File: src/rtl/mips_stack_ctrl.sv
// Multicycle Moore control unit for the 8-bit stack CPU: fetch, decode and per-opcode
// execute sequencing, with stack-underflow detection that either halts or skips.
module mips_stack_ctrl #(
    parameter bit HALT_ON_UNDERFLOW = 1'b1
) (
    input  logic       clk,
    input  logic       rst,
    input  logic [2:0] opcode,
    input  logic       stack_empty,
    output logic       PCWrite,
    output logic       PCWriteCond,
    output logic       PCsrc,
    output logic       AdSelect,
    output logic       ALUsrcB,
    output logic       IRwrite,
    output logic       push,
    output logic       pop,
    output logic       tos,
    output logic       MemRead,
    output logic       MemWrite,
    output logic [1:0] dinSel,
    output logic [1:0] ALUsrcA,
    output logic [1:0] ALUcontrol,
    output logic       halted
);

    typedef enum logic [3:0] {
        S_IF        = 4'd0,
        S_ID        = 4'd1,
        S_POP1      = 4'd2,
        S_BIN_CHK   = 4'd3,
        S_BIN_EX    = 4'd4,
        S_NOT_EX    = 4'd5,
        S_PUSH_RES  = 4'd6,
        S_MEM_RD    = 4'd7,
        S_PUSH_MEM  = 4'd8,
        S_MEM_WR    = 4'd9,
        S_JMP       = 4'd10,
        S_JZ_TOS    = 4'd11,
        S_JZ_EX     = 4'd12,
        S_UNDERFLOW = 4'd13,
        S_HALT      = 4'd14
    } state_e;

    localparam logic [2:0] OP_ADD  = 3'b000;
    localparam logic [2:0] OP_SUB  = 3'b001;
    localparam logic [2:0] OP_AND  = 3'b010;
    localparam logic [2:0] OP_NOT  = 3'b011;
    localparam logic [2:0] OP_PUSH = 3'b100;
    localparam logic [2:0] OP_POP  = 3'b101;
    localparam logic [2:0] OP_JMP  = 3'b110;
    localparam logic [2:0] OP_JZ   = 3'b111;

    localparam logic [1:0] ALU_ADD    = 2'd0;
    localparam logic [1:0] ALU_NOT    = 2'd3;
    localparam logic [1:0] DIN_MDR    = 2'd0;
    localparam logic [1:0] DIN_ALU    = 2'd1;
    localparam logic [1:0] SRCA_STACK = 2'd0;
    localparam logic [1:0] SRCA_ZERO  = 2'd1;
    localparam logic [1:0] SRCA_ONE   = 2'd2;

    state_e state_q;
    state_e state_d;

    // State register; reset always lands on a fresh fetch.
    always_ff @(posedge clk) begin
        if (!rst) begin
            state_q <= S_IF;
        end else begin
            state_q <= state_d;
        end
    end

    // Next-state and Moore output decode; everything is held low while in reset.
    always_comb begin
        state_d     = S_IF;
        PCWrite     = 1'b0;
        PCWriteCond = 1'b0;
        PCsrc       = 1'b0;
        AdSelect    = 1'b0;
        ALUsrcB     = 1'b0;
        IRwrite     = 1'b0;
        push        = 1'b0;
        pop         = 1'b0;
        tos         = 1'b0;
        MemRead     = 1'b0;
        MemWrite    = 1'b0;
        dinSel      = DIN_MDR;
        ALUsrcA     = SRCA_STACK;
        ALUcontrol  = ALU_ADD;
        halted      = 1'b0;

        case (state_q)
            S_IF: begin
                MemRead    = 1'b1;
                IRwrite    = 1'b1;
                ALUsrcA    = SRCA_ONE;
                ALUcontrol = ALU_ADD;
                PCWrite    = 1'b1;
                state_d    = S_ID;
            end
            S_ID: begin
                // PUSH and JMP are the only opcodes that never read the stack.
                if (stack_empty && (opcode != OP_PUSH) && (opcode != OP_JMP)) begin
                    state_d = S_UNDERFLOW;
                end else begin
                    case (opcode)
                        OP_ADD, OP_SUB, OP_AND: state_d = S_POP1;
                        OP_NOT:                 state_d = S_NOT_EX;
                        OP_PUSH:                state_d = S_MEM_RD;
                        OP_POP:                 state_d = S_POP1;
                        OP_JMP:                 state_d = S_JMP;
                        OP_JZ:                  state_d = S_JZ_TOS;
                        default:                state_d = S_IF;
                    endcase
                end
            end
            S_POP1: begin
                pop     = 1'b1;
                state_d = (opcode == OP_POP) ? S_MEM_WR : S_BIN_CHK;
            end
            S_BIN_CHK: begin
                state_d = stack_empty ? S_UNDERFLOW : S_BIN_EX;
            end
            S_BIN_EX: begin
                pop        = 1'b1;
                ALUsrcA    = SRCA_STACK;
                ALUsrcB    = 1'b1;
                ALUcontrol = opcode[1:0];
                state_d    = S_PUSH_RES;
            end
            S_NOT_EX: begin
                pop        = 1'b1;
                ALUsrcA    = SRCA_STACK;
                ALUcontrol = ALU_NOT;
                state_d    = S_PUSH_RES;
            end
            S_PUSH_RES: begin
                push    = 1'b1;
                dinSel  = DIN_ALU;
                state_d = S_IF;
            end
            S_MEM_RD: begin
                AdSelect = 1'b1;
                MemRead  = 1'b1;
                state_d  = S_PUSH_MEM;
            end
            S_PUSH_MEM: begin
                push    = 1'b1;
                dinSel  = DIN_MDR;
                state_d = S_IF;
            end
            S_MEM_WR: begin
                AdSelect = 1'b1;
                MemWrite = 1'b1;
                state_d  = S_IF;
            end
            S_JMP: begin
                PCsrc   = 1'b1;
                PCWrite = 1'b1;
                state_d = S_IF;
            end
            S_JZ_TOS: begin
                tos     = 1'b1;
                state_d = S_JZ_EX;
            end
            S_JZ_EX: begin
                // ALU computes 0 + top so the datapath's zero flag gates the branch.
                ALUsrcA     = SRCA_ZERO;
                ALUsrcB     = 1'b1;
                ALUcontrol  = ALU_ADD;
                PCsrc       = 1'b1;
                PCWriteCond = 1'b1;
                state_d     = S_IF;
            end
            S_UNDERFLOW: begin
                state_d = HALT_ON_UNDERFLOW ? S_HALT : S_IF;
            end
            S_HALT: begin
                halted  = 1'b1;
                state_d = S_HALT;
            end
            default: begin
                state_d = S_IF;
            end
        endcase

        if (!rst) begin
            PCWrite     = 1'b0;
            PCWriteCond = 1'b0;
            PCsrc       = 1'b0;
            AdSelect    = 1'b0;
            ALUsrcB     = 1'b0;
            IRwrite     = 1'b0;
            push        = 1'b0;
            pop         = 1'b0;
            tos         = 1'b0;
            MemRead     = 1'b0;
            MemWrite    = 1'b0;
            dinSel      = DIN_MDR;
            ALUsrcA     = SRCA_STACK;
            ALUcontrol  = ALU_ADD;
            halted      = 1'b0;
        end
    end

endmodule

File: config.mk
export PLATFORM = sky130hd
export DESIGN_NAME = mips_stack_ctrl
export DESIGN_NICKNAME = d
export VERILOG_FILES = /design/src/rtl/mips_stack_ctrl.sv
export SDC_FILE = /design/constraint.sdc
export NUM_CORES = 1
export LEC_CHECK = 0
export ABC_AREA = 1
export CORE_UTILIZATION = 40
export CTS_BUF_LIST = sky130_fd_sc_hd__clkbuf_16
export CTS_CLUSTER_SIZE = 28
export DETAILED_ROUTE_END_ITERATION = 10
export GPL_TIMING_DRIVEN = 0
export PLACE_DENSITY = 0.87
export SYNTH_ARGS = -nofsm -noshare
export SYNTH_HDL_FRONTEND = slang
export SYNTH_SLANG_ARGS = --single-unit
File: constraint.sdc
create_clock -name clk -period 2.8 [get_ports clk]
set_clock_uncertainty 0.1 [all_clocks]
set_input_delay 0.42 -clock clk [delete_from_list [all_inputs] [get_ports clk]]
set_output_delay 0.42 -clock clk [all_outputs]
set_load 0.05 [all_outputs]
==> summary.md <==
| Metric | Value |
|---|---|
| Vias | `736` |
| Mapped Cells | `106` |
| Hold Vio Cnt, Final | `0` |
| Reg clk slew, reported paths | `30 ps` |
| Crit path kind | `input pin to output port` |
| Multi-input logic area | `405.4 um^2` |
| EDFF count, synth | `0` |
| Most common library cells after synthesis | `33 x nand2_1, 16 x nor2_1, 10 x inv_1, 7 x a21oi_1, 7 x inv_2` |
| Worst Hold End | `state_q[2]` |
| # DRC | `0` |
| Startpoint Class | `input pin` |
| Synth area leaders | `nand2_1 22%, dfxtp_1 14%, ha_1 11%` |
| Pre-Repair DR Iteration Count | `4` |
| Die area | `1585 um^2` |
| Via density | `5.041` |
| Post-synth top area share | `0.2166` |
| #FFs+latches synth | `4` |
| WL final | `1598 um` |
| Post-synthesis sequential area ratio | `0.1400` |
| Worst r2r src | `state_q[0]` |
| GRT overflow | `0` |
| Root buffer cell | `clkbuf_16` |
| Mapped Avg Cell Area | `5.394 um^2` |
| Setup TNS | `0 ps` |
| Final HPWL DP | `1259 um` |
| RSZ-0062 raised after global routing | `no` |
| DR WL met2 | `822 um` |
| Core Box Area | `1318 um^2` |
| Number of diodes | `0` |
| Synth async-reset ratio | `0` |
| R2r worst-path depth | `7` |
| Max FO, Critical Path | `7` |
| Final worst setup slack | `107.3 ps` |
| DRT antenna net count | `0` |
| Critical Path End Type | `output port` |
| Max VDD drop | `762.4 uV` |
| Clk network pwr share | `0.226` |
| Share of cells above drive strength 1 | `0.1527` |
| Part of the cycle the worst path needs | `0.9617` |
| P_leak | `0.5255 nW` |
| Internal power | `0.4546 mW` |
| Met3 wire length | `54 um` |
| Count leader, synth | `nand2_1` |
| Gate power share | `0.632` |
| Top reg by flops | `state_q` |
| Setup bufs post-CTS | `0` |
| Filler Cell Count | `106` |
| Synth Flop Type | `dfxtp_1` |
| FF-to-FF setup slack | `1520 ps` |
| Area of the mapped netlist | `571.8 um^2` |
| HP Start | `state_q[2]` |
| Post-cts gate resize count | `6` |
| First DRT Iteration DRCs | `27` |
| CTS tree | `built` |
| PortBufs | `22` |
| Worst Hold Class | `register to register` |
| Largest registers | `state_q: 4 flops` |
| Cell type with the largest total area after synthesis | `nand2_1` |
| Slew margin rel. | `0.6649` |
| Status | `finished clean` |
| R2R Path End | `state_q[2]` |
| Num CTS Buffers | `3` |
| Psw | `0.5146 mW` |
| Sequential share of power | `0.142` |
| Avg WL per Cell | `10.95 um` |
| Mapped Nets | `117` |
| Placer congestion estimate | `0.9004` |
| Worst slack, placed | `-41.44 ps` |
| Final net count | `144` |
| Area delta synth->final | `54.92%` |
| Antenna violations before repair | `0` |
| Vias in the first global route | `597` |
| Clock buffer depth | `2` |
| Highest Signal Layer | `met4` |
| Cell Pwr Density | `1094 nW/um^2` |
| First-pass GRT wire length | `2421 um` |
| Worst-Margin Slew | `501.8 ps` |
| Largest net degree at the start of global routing | `11` |
| Sw Ratio | `0.5309` |
| Global Route Usage Sum | `0.2269` |
| H-tree depth | `1` |
| Clock sink count | `4` |
| Slew Limit Fails | `0` |
| Critical path data required time | `2280 ps` |
| Hold slack | `633.6 ps` |
| Setup-failing EPs final | `0` |
| Hold buffer count at CTS | `0` |
| Horiz. Die Dim | `39.81 um` |
| Top-level port count | `24` |
| M1 WL | `694 um` |
| FMAX | `0.3714 GHz` |
| Worst hold path cell count | `3` |
| Max FFs per register | `4` |
| FP Rows | `13` |
| Yosys warns | `0` |
| Fin crit period | `2693 ps` |
| MaxCap Viol Count | `0` |
| Starting Density | `0.4340` |
| Skew-Pair Late Insertion Delay | `220 ps` |
| Die Y | `39.81 um` |
| CP arrival | `2170 ps` |
| Synth cell types | `21` |
| Register Area | `80.08 um^2` |
==> cells in the final DEF, fill, tap and decap left out, types with 2 or more instances in the layout <==
cell / count
inv_1: 10
nand2_1: 33
nor2_1: 16
clkbuf_16: 3
clkdlybuf4s50_1: 13
inv_2: 7
a21oi_1: 7
nor2_2: 4
dfxtp_1: 4
ha_1: 5
dlygate4sd2_1: 6
dlymetal6s2s_1: 3
nand3_1: 6
buf_4: 2
o21ai_1: 2
==> how the worst max path moves through the flow <==
stage,startpoint,endpoint,cells after the start
2_1_floorplan,state_q[2],ALUsrcA[1],4
3_3_place_gp,rst,AdSelect,5
3_5_place_dp,rst,PCWrite,5
4_1_cts,rst,tos,5
5_1_grt,rst,push,5
6_report,rst,push,5
==> cell type report <==
cell class                 count  share of cell area
multi-input combinational     81              0.4576
timing repair buffer          22              0.2486
sequential                     4             0.09040
clock buffer                   3             0.08475
inverter                      18             0.07627
buffer                         3             0.02119
tap                           15             0.02119
==> critical path, stage by stage <==
cell             delay (ps)
clkdlybuf4s50_1         610
nand2_1                 120
nor2_2                  120
a31o_2                  110
clkdlybuf4s50_1         790
==> power by group through the flow <==
| stage | logic, mW | registers (mW) | clock network (mW) |
|---|---|---|---|
| 2_1_floorplan | 0.463 | 0.121 | 0 |
| 3_3_place_gp | 0.610 | 0.130 | 0 |
| 3_5_place_dp | 0.623 | 0.134 | 0 |
| 4_1_cts | 0.612 | 0.133 | 0.222 |
| 5_1_grt | 0.661 | 0.138 | 0.225 |
| 6_report | 0.612 | 0.138 | 0.219 |
==> through the flow <==
step | instance area, um^2 | std cells | power, mW | utilization
finish | 885.9 | 146 | 0.9692 | 0.6724
global route | 885.9 | 146 | 1.023 | 0.6724
CTS | 878.3 | 146 | 0.9672 | 0.6667
detailed placement | 810.8 | 143 | 0.7566 | 0.6154
global placement | 810.8 | 143 | 0.7401 | 0.6154
floorplan | 571.8 | 106 | 0.5836 | -
==> cell families after synthesis <==
family,Yosys count,share of synthesized area
buffers and inverters,21,0.1510
flip-flops,4,0.1400
other,1,0.006558
adder cells (fa/ha/maj),5,0.1094
AND/OR/NAND/NOR,62,0.4661
AO/OA/AOI/OAI,13,0.1269
==> routing by layer <==
metal,vias up,track usage
met3,4,0.02273
met5,-,0
met4,0,0.09483
met1,335,0.2809
li1,374,-
met2,23,0.3893
(Power assumes the default switching activity.)
